`src/rtl/uart_tx_param.sv`:
```
// UART transmitter with input FIFO, valid/ready write port, per-frame baud select,
// configurable data width, parity and stop bits; frames stream back-to-back.
module uart_tx_param #(
    parameter int CLK_FREQ   = 50_000_000,
    parameter int DATA_BITS  = 8,
    parameter int PARITY     = 0,
    parameter int STOP_BITS  = 1,
    parameter int FIFO_DEPTH = 16
) (
    input  logic                        clk,
    input  logic                        rst_n,
    input  logic [2:0]                  baud_set,
    input  logic [DATA_BITS-1:0]        tx_data,
    input  logic                        tx_valid,
    output logic                        tx_ready,
    output logic                        rs232_tx,
    output logic                        tx_busy,
    output logic                        tx_done,
    output logic [$clog2(FIFO_DEPTH):0] fifo_level
);
    localparam int AW    = $clog2(FIFO_DEPTH);
    localparam int CNT_W = $clog2(CLK_FREQ / 9600);
    localparam int BC_W  = 4;

    typedef enum logic [2:0] {S_IDLE, S_START, S_DATA, S_PARITY, S_STOP} state_t;

    function automatic logic [CNT_W-1:0] div_m1(input logic [2:0] sel);
        case (sel)
            3'd1:    return CNT_W'(CLK_FREQ / 19200 - 1);
            3'd2:    return CNT_W'(CLK_FREQ / 38400 - 1);
            3'd3:    return CNT_W'(CLK_FREQ / 57600 - 1);
            3'd4:    return CNT_W'(CLK_FREQ / 115200 - 1);
            default: return CNT_W'(CLK_FREQ / 9600 - 1);
        endcase
    endfunction

    logic [DATA_BITS-1:0] mem [FIFO_DEPTH];
    logic [AW:0]          wr_ptr, rd_ptr;
    logic [DATA_BITS-1:0] rd_data;
    logic                 push, pop, empty;

    assign fifo_level = wr_ptr - rd_ptr;
    assign empty      = (fifo_level == '0);
    assign tx_ready   = (fifo_level != (AW+1)'(FIFO_DEPTH));
    // Full refuses the write even if a pop happens in the same cycle.
    assign push       = tx_valid && tx_ready;
    assign rd_data    = mem[rd_ptr[AW-1:0]];

    always_ff @(posedge clk) begin
        if (push)
            mem[wr_ptr[AW-1:0]] <= tx_data;
    end

    always_ff @(posedge clk or negedge rst_n) begin
        if (!rst_n) begin
            wr_ptr <= '0;
            rd_ptr <= '0;
        end else begin
            if (push) wr_ptr <= wr_ptr + (AW+1)'(1);
            if (pop)  rd_ptr <= rd_ptr + (AW+1)'(1);
        end
    end

    state_t               state;
    logic [CNT_W-1:0]     baud_cnt, div_reg;
    logic [BC_W-1:0]      bit_cnt;
    logic [DATA_BITS-1:0] shreg;
    logic                 par_bit, bit_end, last_data, last_stop, frame_end, line_bit;

    assign bit_end   = (baud_cnt == div_reg);
    assign last_data = (bit_cnt == BC_W'(DATA_BITS - 1));
    assign last_stop = (bit_cnt == BC_W'(STOP_BITS - 1));
    assign frame_end = (state == S_STOP) && bit_end && last_stop;
    // Popping on the final stop cycle lets the next start bit follow with no gap.
    assign pop       = !empty && ((state == S_IDLE) || frame_end);

    always_comb begin
        line_bit = 1'b1;
        case (state)
            S_START:  line_bit = 1'b0;
            S_DATA:   line_bit = shreg[0];
            S_PARITY: line_bit = par_bit;
            default:  line_bit = 1'b1;
        endcase
    end

    // Line, busy and done are registered from the state, so they trail it by one cycle.
    always_ff @(posedge clk or negedge rst_n) begin
        if (!rst_n) begin
            state    <= S_IDLE;
            baud_cnt <= '0;
            div_reg  <= '0;
            bit_cnt  <= '0;
            shreg    <= '0;
            par_bit  <= 1'b0;
            rs232_tx <= 1'b1;
            tx_busy  <= 1'b0;
            tx_done  <= 1'b0;
        end else begin
            rs232_tx <= line_bit;
            tx_busy  <= (state != S_IDLE);
            tx_done  <= frame_end;
            if (state != S_IDLE)
                baud_cnt <= bit_end ? '0 : baud_cnt + CNT_W'(1);
            case (state)
                S_IDLE: ;
                S_START: if (bit_end) state <= S_DATA;
                S_DATA: if (bit_end) begin
                    shreg <= shreg >> 1;
                    if (last_data) begin
                        bit_cnt <= '0;
                        state   <= (PARITY != 0) ? S_PARITY : S_STOP;
                    end else begin
                        bit_cnt <= bit_cnt + BC_W'(1);
                    end
                end
                S_PARITY: if (bit_end) state <= S_STOP;
                S_STOP: if (bit_end) begin
                    if (last_stop) begin
                        bit_cnt <= '0;
                        state   <= S_IDLE;
                    end else begin
                        bit_cnt <= bit_cnt + BC_W'(1);
                    end
                end
                default: state <= S_IDLE;
            endcase
            if (pop) begin
                state    <= S_START;
                shreg    <= rd_data;
                par_bit  <= (PARITY == 1) ? ~^rd_data : ^rd_data;
                div_reg  <= div_m1(baud_set);
                baud_cnt <= '0;
                bit_cnt  <= '0;
            end
        end
    end
endmodule

```
`config.mk`:
```
export PLATFORM = sky130hd
export DESIGN_NAME = uart_tx_param
export DESIGN_NICKNAME = d
export VERILOG_FILES = /design/src/rtl/uart_tx_param.sv
export SDC_FILE = /design/constraint.sdc
export NUM_CORES = 1
export LEC_CHECK = 0
export CAP_MARGIN = 20
export CORE_MARGIN = 8
export CORE_UTILIZATION = 45
export DETAILED_ROUTE_END_ITERATION = 16
export PLACE_DENSITY = 0.68
export SYNTH_ARGS = -nofsm -noshare
export SYNTH_HDL_FRONTEND = slang
export SYNTH_SLANG_ARGS = --single-unit
```
`constraint.sdc`:
```
create_clock -name clk -period 3.2 [get_ports clk]
set_input_delay 0.64 -clock clk [delete_from_list [all_inputs] [get_ports clk]]
set_output_delay 0.64 -clock clk [all_outputs]
set_load 0.05 [all_outputs]
```
==> impl_metrics.csv <==
group,metric,value,unit
run_status,status,"completed",
layout,antenna_cells,0,
global_routing,grt_use_total,0.172,
sta,skew,11.4,ps
place,dpl.hpwl,14300,um
setup_path,critical-path-max-stage-delay,380,ps
power,combPwrFrac,0.466,
routing,viasPerCell,5.71,
power,clkPwrFrac,0.200,
routing,route.detailed.drc,0,
min_path,hold_path_class,"in -> async",
die,die_width,156,um
cts,root_buffer,"clkbuf_16",
die,coreArea,19300,um^2
yosys,syn_area,8780,um^2
cts,clkLatencyLatePin,430,ps
sta,finalSetupViolations,0,
setup_path,critPathArrivalTime,2480,ps
power,ir_drop,0.503,mV
routing,final_antenna_net_count,0,
global_routing,antenna_found_initial,0,
sta,max-slew-margin-rel,0.346,
power,power.total,0.00990,W
yosys,synth_warnings,0,
yosys,synthTopCellsByArea,"edfxtp_1 44%, dfrtp_1 15%, mux4_2 10%, xor2_1 6.6%, xnor2_1 3.1%",
global_routing,grt_pass1_wl,31500,um
setup_path,critPathCaptureType,"output pin",
die,die_y,156,um
yosys,synth_cell_type_count,57,
sta,fmax,320,MHz
setup_path,crit_top_cell,"or3_4",
layout,drive_gt1_frac,0.201,
layout,largest_reg_flops,128,
setup_path,crit_chain,"inv_2 -> ha_2 -> fa_2 -> nand2b_1 -> a21oi_2 -> or3_4 -> nand2_2 -> or3_4 -> buf_6",
power,power_density,981,nW/um^2
layout,layout.nets,697,
global_routing,grt_pass1_vias,5458,
sta,worst_slew_pin_slew,973,ps
power,p_sw,0.00389,W
place,dp_slack,-9.50,ps
setup_path,cp_slowest_cell,"or3_4",
setup_path,critPathKind,"reg -> out",
sta,period_needed,3120,ps
power,seq_power_share,0.334,
sta,fin_ws,79.2,ps
setup_path,critPathBufInv,2,
setup_path,critical-path-top-delay-family,"simple AND/OR/NAND/NOR gates",
cts,htreeDepth,4,
cts,path_clk_slew,70,ps
global_routing,grt_max_degree,43,
yosys,yosysSeqAreaShare,0.589,
place,placed_area,9440,um^2
flow_run,maxCapViolations,0,
sta,drv_slew,0,
yosys,synth-edff-count,128,
layout,synthToLayoutAreaGrowth,14.8,%
yosys,yosys.area.top_type,"edfxtp_1",
cts,cts_tree,"built",
cts,cts.sinks,181,
yosys,synth_nets,655,
routing,wl,20000,um
yosys,synth_flop_cell,"edfxtp_1",
power,p_leak,3.63,nW
die,num_rows,51,
power,switching_share,0.393,
layout,stdcell_area,10100,um^2
yosys,async_reset_ff_frac,0.293,
sta,fin_crit_sh,0.975,
setup_path,crit_required,2560,ps
yosys,syn-instance-count,628,
yosys,avgSynthCellArea,14.0,um^2
cts,clockBufferDepth,2,
setup_path,critPathMaxFanout,4,
routing,drt_iter0_markers,457,
cts,cts_buffers,17,
sta,hold_viol,0,
die,dieArea,24200,um^2
global_routing,overflow,0,
setup_path,crit_path_start_kind,"register",
yosys,ys_ff_latch,181,
place,portBuffers,22,
power,power.internal,0.00600,W
routing,via_count,5408,
routing,avgRoutedWirePerCell,21.2,um
place,gp_congestion,0.933,
routing,drt-pass1-iter-count,5,
yosys,yosys.area.top_type_share,0.438,
die,ios,23,
die,start_util,0.454,
[stage by stage]
stage          TNS (ps)  utilization  hold WS [ps]  instances
2_1_floorplan         0            -           344        628
3_3_place_gp          0        0.488           478        911
3_5_place_dp      -72.3        0.488           477        911
4_1_cts               0        0.518           227        943
5_1_grt            -254        0.521           271        947
6_report              0        0.521           220        947
[power by group through the flow]
stage	Combinational (W)	Clock (W)	Sequential [W]
after floorplan	0.00313	0	0.00328
after detailed placement	0.00449	0	0.00335
after global placement	0.00439	0	0.00333
after CTS	0.00453	0.00202	0.00330
final	0.00461	0.00198	0.00330
after global routing	0.00497	0.00211	0.00335
[Yosys cell counts, types with 2 or more instances]
| library cell | count |
|---|---|
| edfxtp_1 | 128 |
| xor2_1 | 66 |
| dfrtp_1 | 52 |
| nand2_1 | 43 |
| mux4_2 | 40 |
| o22ai_1 | 34 |
| xnor2_1 | 31 |
| nor2_1 | 24 |
| o21ai_0 | 22 |
| inv_1 | 21 |
| nand3_1 | 14 |
| nor4_1 | 13 |
| ha_1 | 12 |
| buf_2 | 10 |
| a21oi_1 | 9 |
| and2_1 | 9 |
| nor3_1 | 9 |
| clkbuf_1 | 8 |
| mux2i_1 | 8 |
| or3_1 | 7 |
| nand2b_1 | 6 |
| and3_1 | 5 |
| nand4_1 | 5 |
| buf_1 | 4 |
| a211o_1 | 3 |
| buf_4 | 3 |
| nor3b_1 | 3 |
| or3b_1 | 3 |
| a21oi_2 | 2 |
| a22o_1 | 2 |
| nand3b_1 | 2 |
| nor2_2 | 2 |
| o211ai_1 | 2 |
| o21ai_1 | 2 |
| o31a_1 | 2 |
[cells in the final DEF, fill, tap and decap left out, types with 4 or more instances in the layout]
cell	count
a21oi_1	8
and2_1	9
and3_1	5
buf_4	27
clkbuf_16	17
clkdlybuf4s50_1	16
dfrtp_1	51
edfxtp_1	128
ha_1	11
inv_1	20
inv_6	4
mux2i_1	8
mux4_2	40
nand2_1	41
nand2b_1	6
nand3_1	14
nand4_1	5
nor2_1	21
nor2_2	5
nor3_1	9
nor4_1	9
nor4_2	5
o21ai_0	22
o22ai_1	34
or3_1	5
xnor2_1	30
xor2_1	66
[routing by layer]
layer  up-vias  track usage  part of all wire
li1       2453            -                 -
met1      2715        0.226              0.42
met2       198        0.273              0.48
met3        42       0.0343             0.065
met4         0       0.0758             0.029
met5         -            0                 0
[kinds of logic (layout without fill, tap and decap cells)]
kind of cell             count (synthesis)  in the layout  share of synthesized area
XOR/XNOR                                97             97                     0.0968
AND/OR/NAND/NOR                        153            153                     0.0913
AO/OA/AOI/OAI                           88             88                     0.0677
buffers and inverters                   47            101                     0.0228
flip-flops                             181            181                      0.589
adder cells (fa/ha/maj)                 13             13                     0.0194
multiplexers                            49             49                      0.113
[final cells by class]
class / instances / area (um^2)
repair buffers: 48 / 439
clock inverters: 14 / 139
clock buffers: 17 / 425
fillers: 1590 / 9250
well taps: 265 / 332
flip-flops and latches: 181 / 5170
inverters: 22 / 82.6
multi-input cells: 400 / 3490
[final timing paths]
kind | startpoint | end | slack (ps) | cells after the start
worst min register to register | div_reg[0] | div_reg[0] | 490 | 1
max in group asynchronous | rst_n | bit_cnt[2] | 2340 | 2
worst max register to register | rd_ptr[1] | mem[0][4] | 250 | 9
worst min-delay path | rst_n | tx_busy | 220 | 1
min in group clk | div_reg[0] | div_reg[0] | 490 | 1
worst max-delay path | wr_ptr[0] | tx_ready | 80 | 9
[repair_timing]
item                                    CTS  global route
endpoints found under the setup margin   17            57
resized for setup                         3             8
cloned                                    0             0
hold buffers                              0             0
pin swaps                                 0             1
buffers inserted                          1             3
No activity file was read; power rests on OpenSTA's default activity.
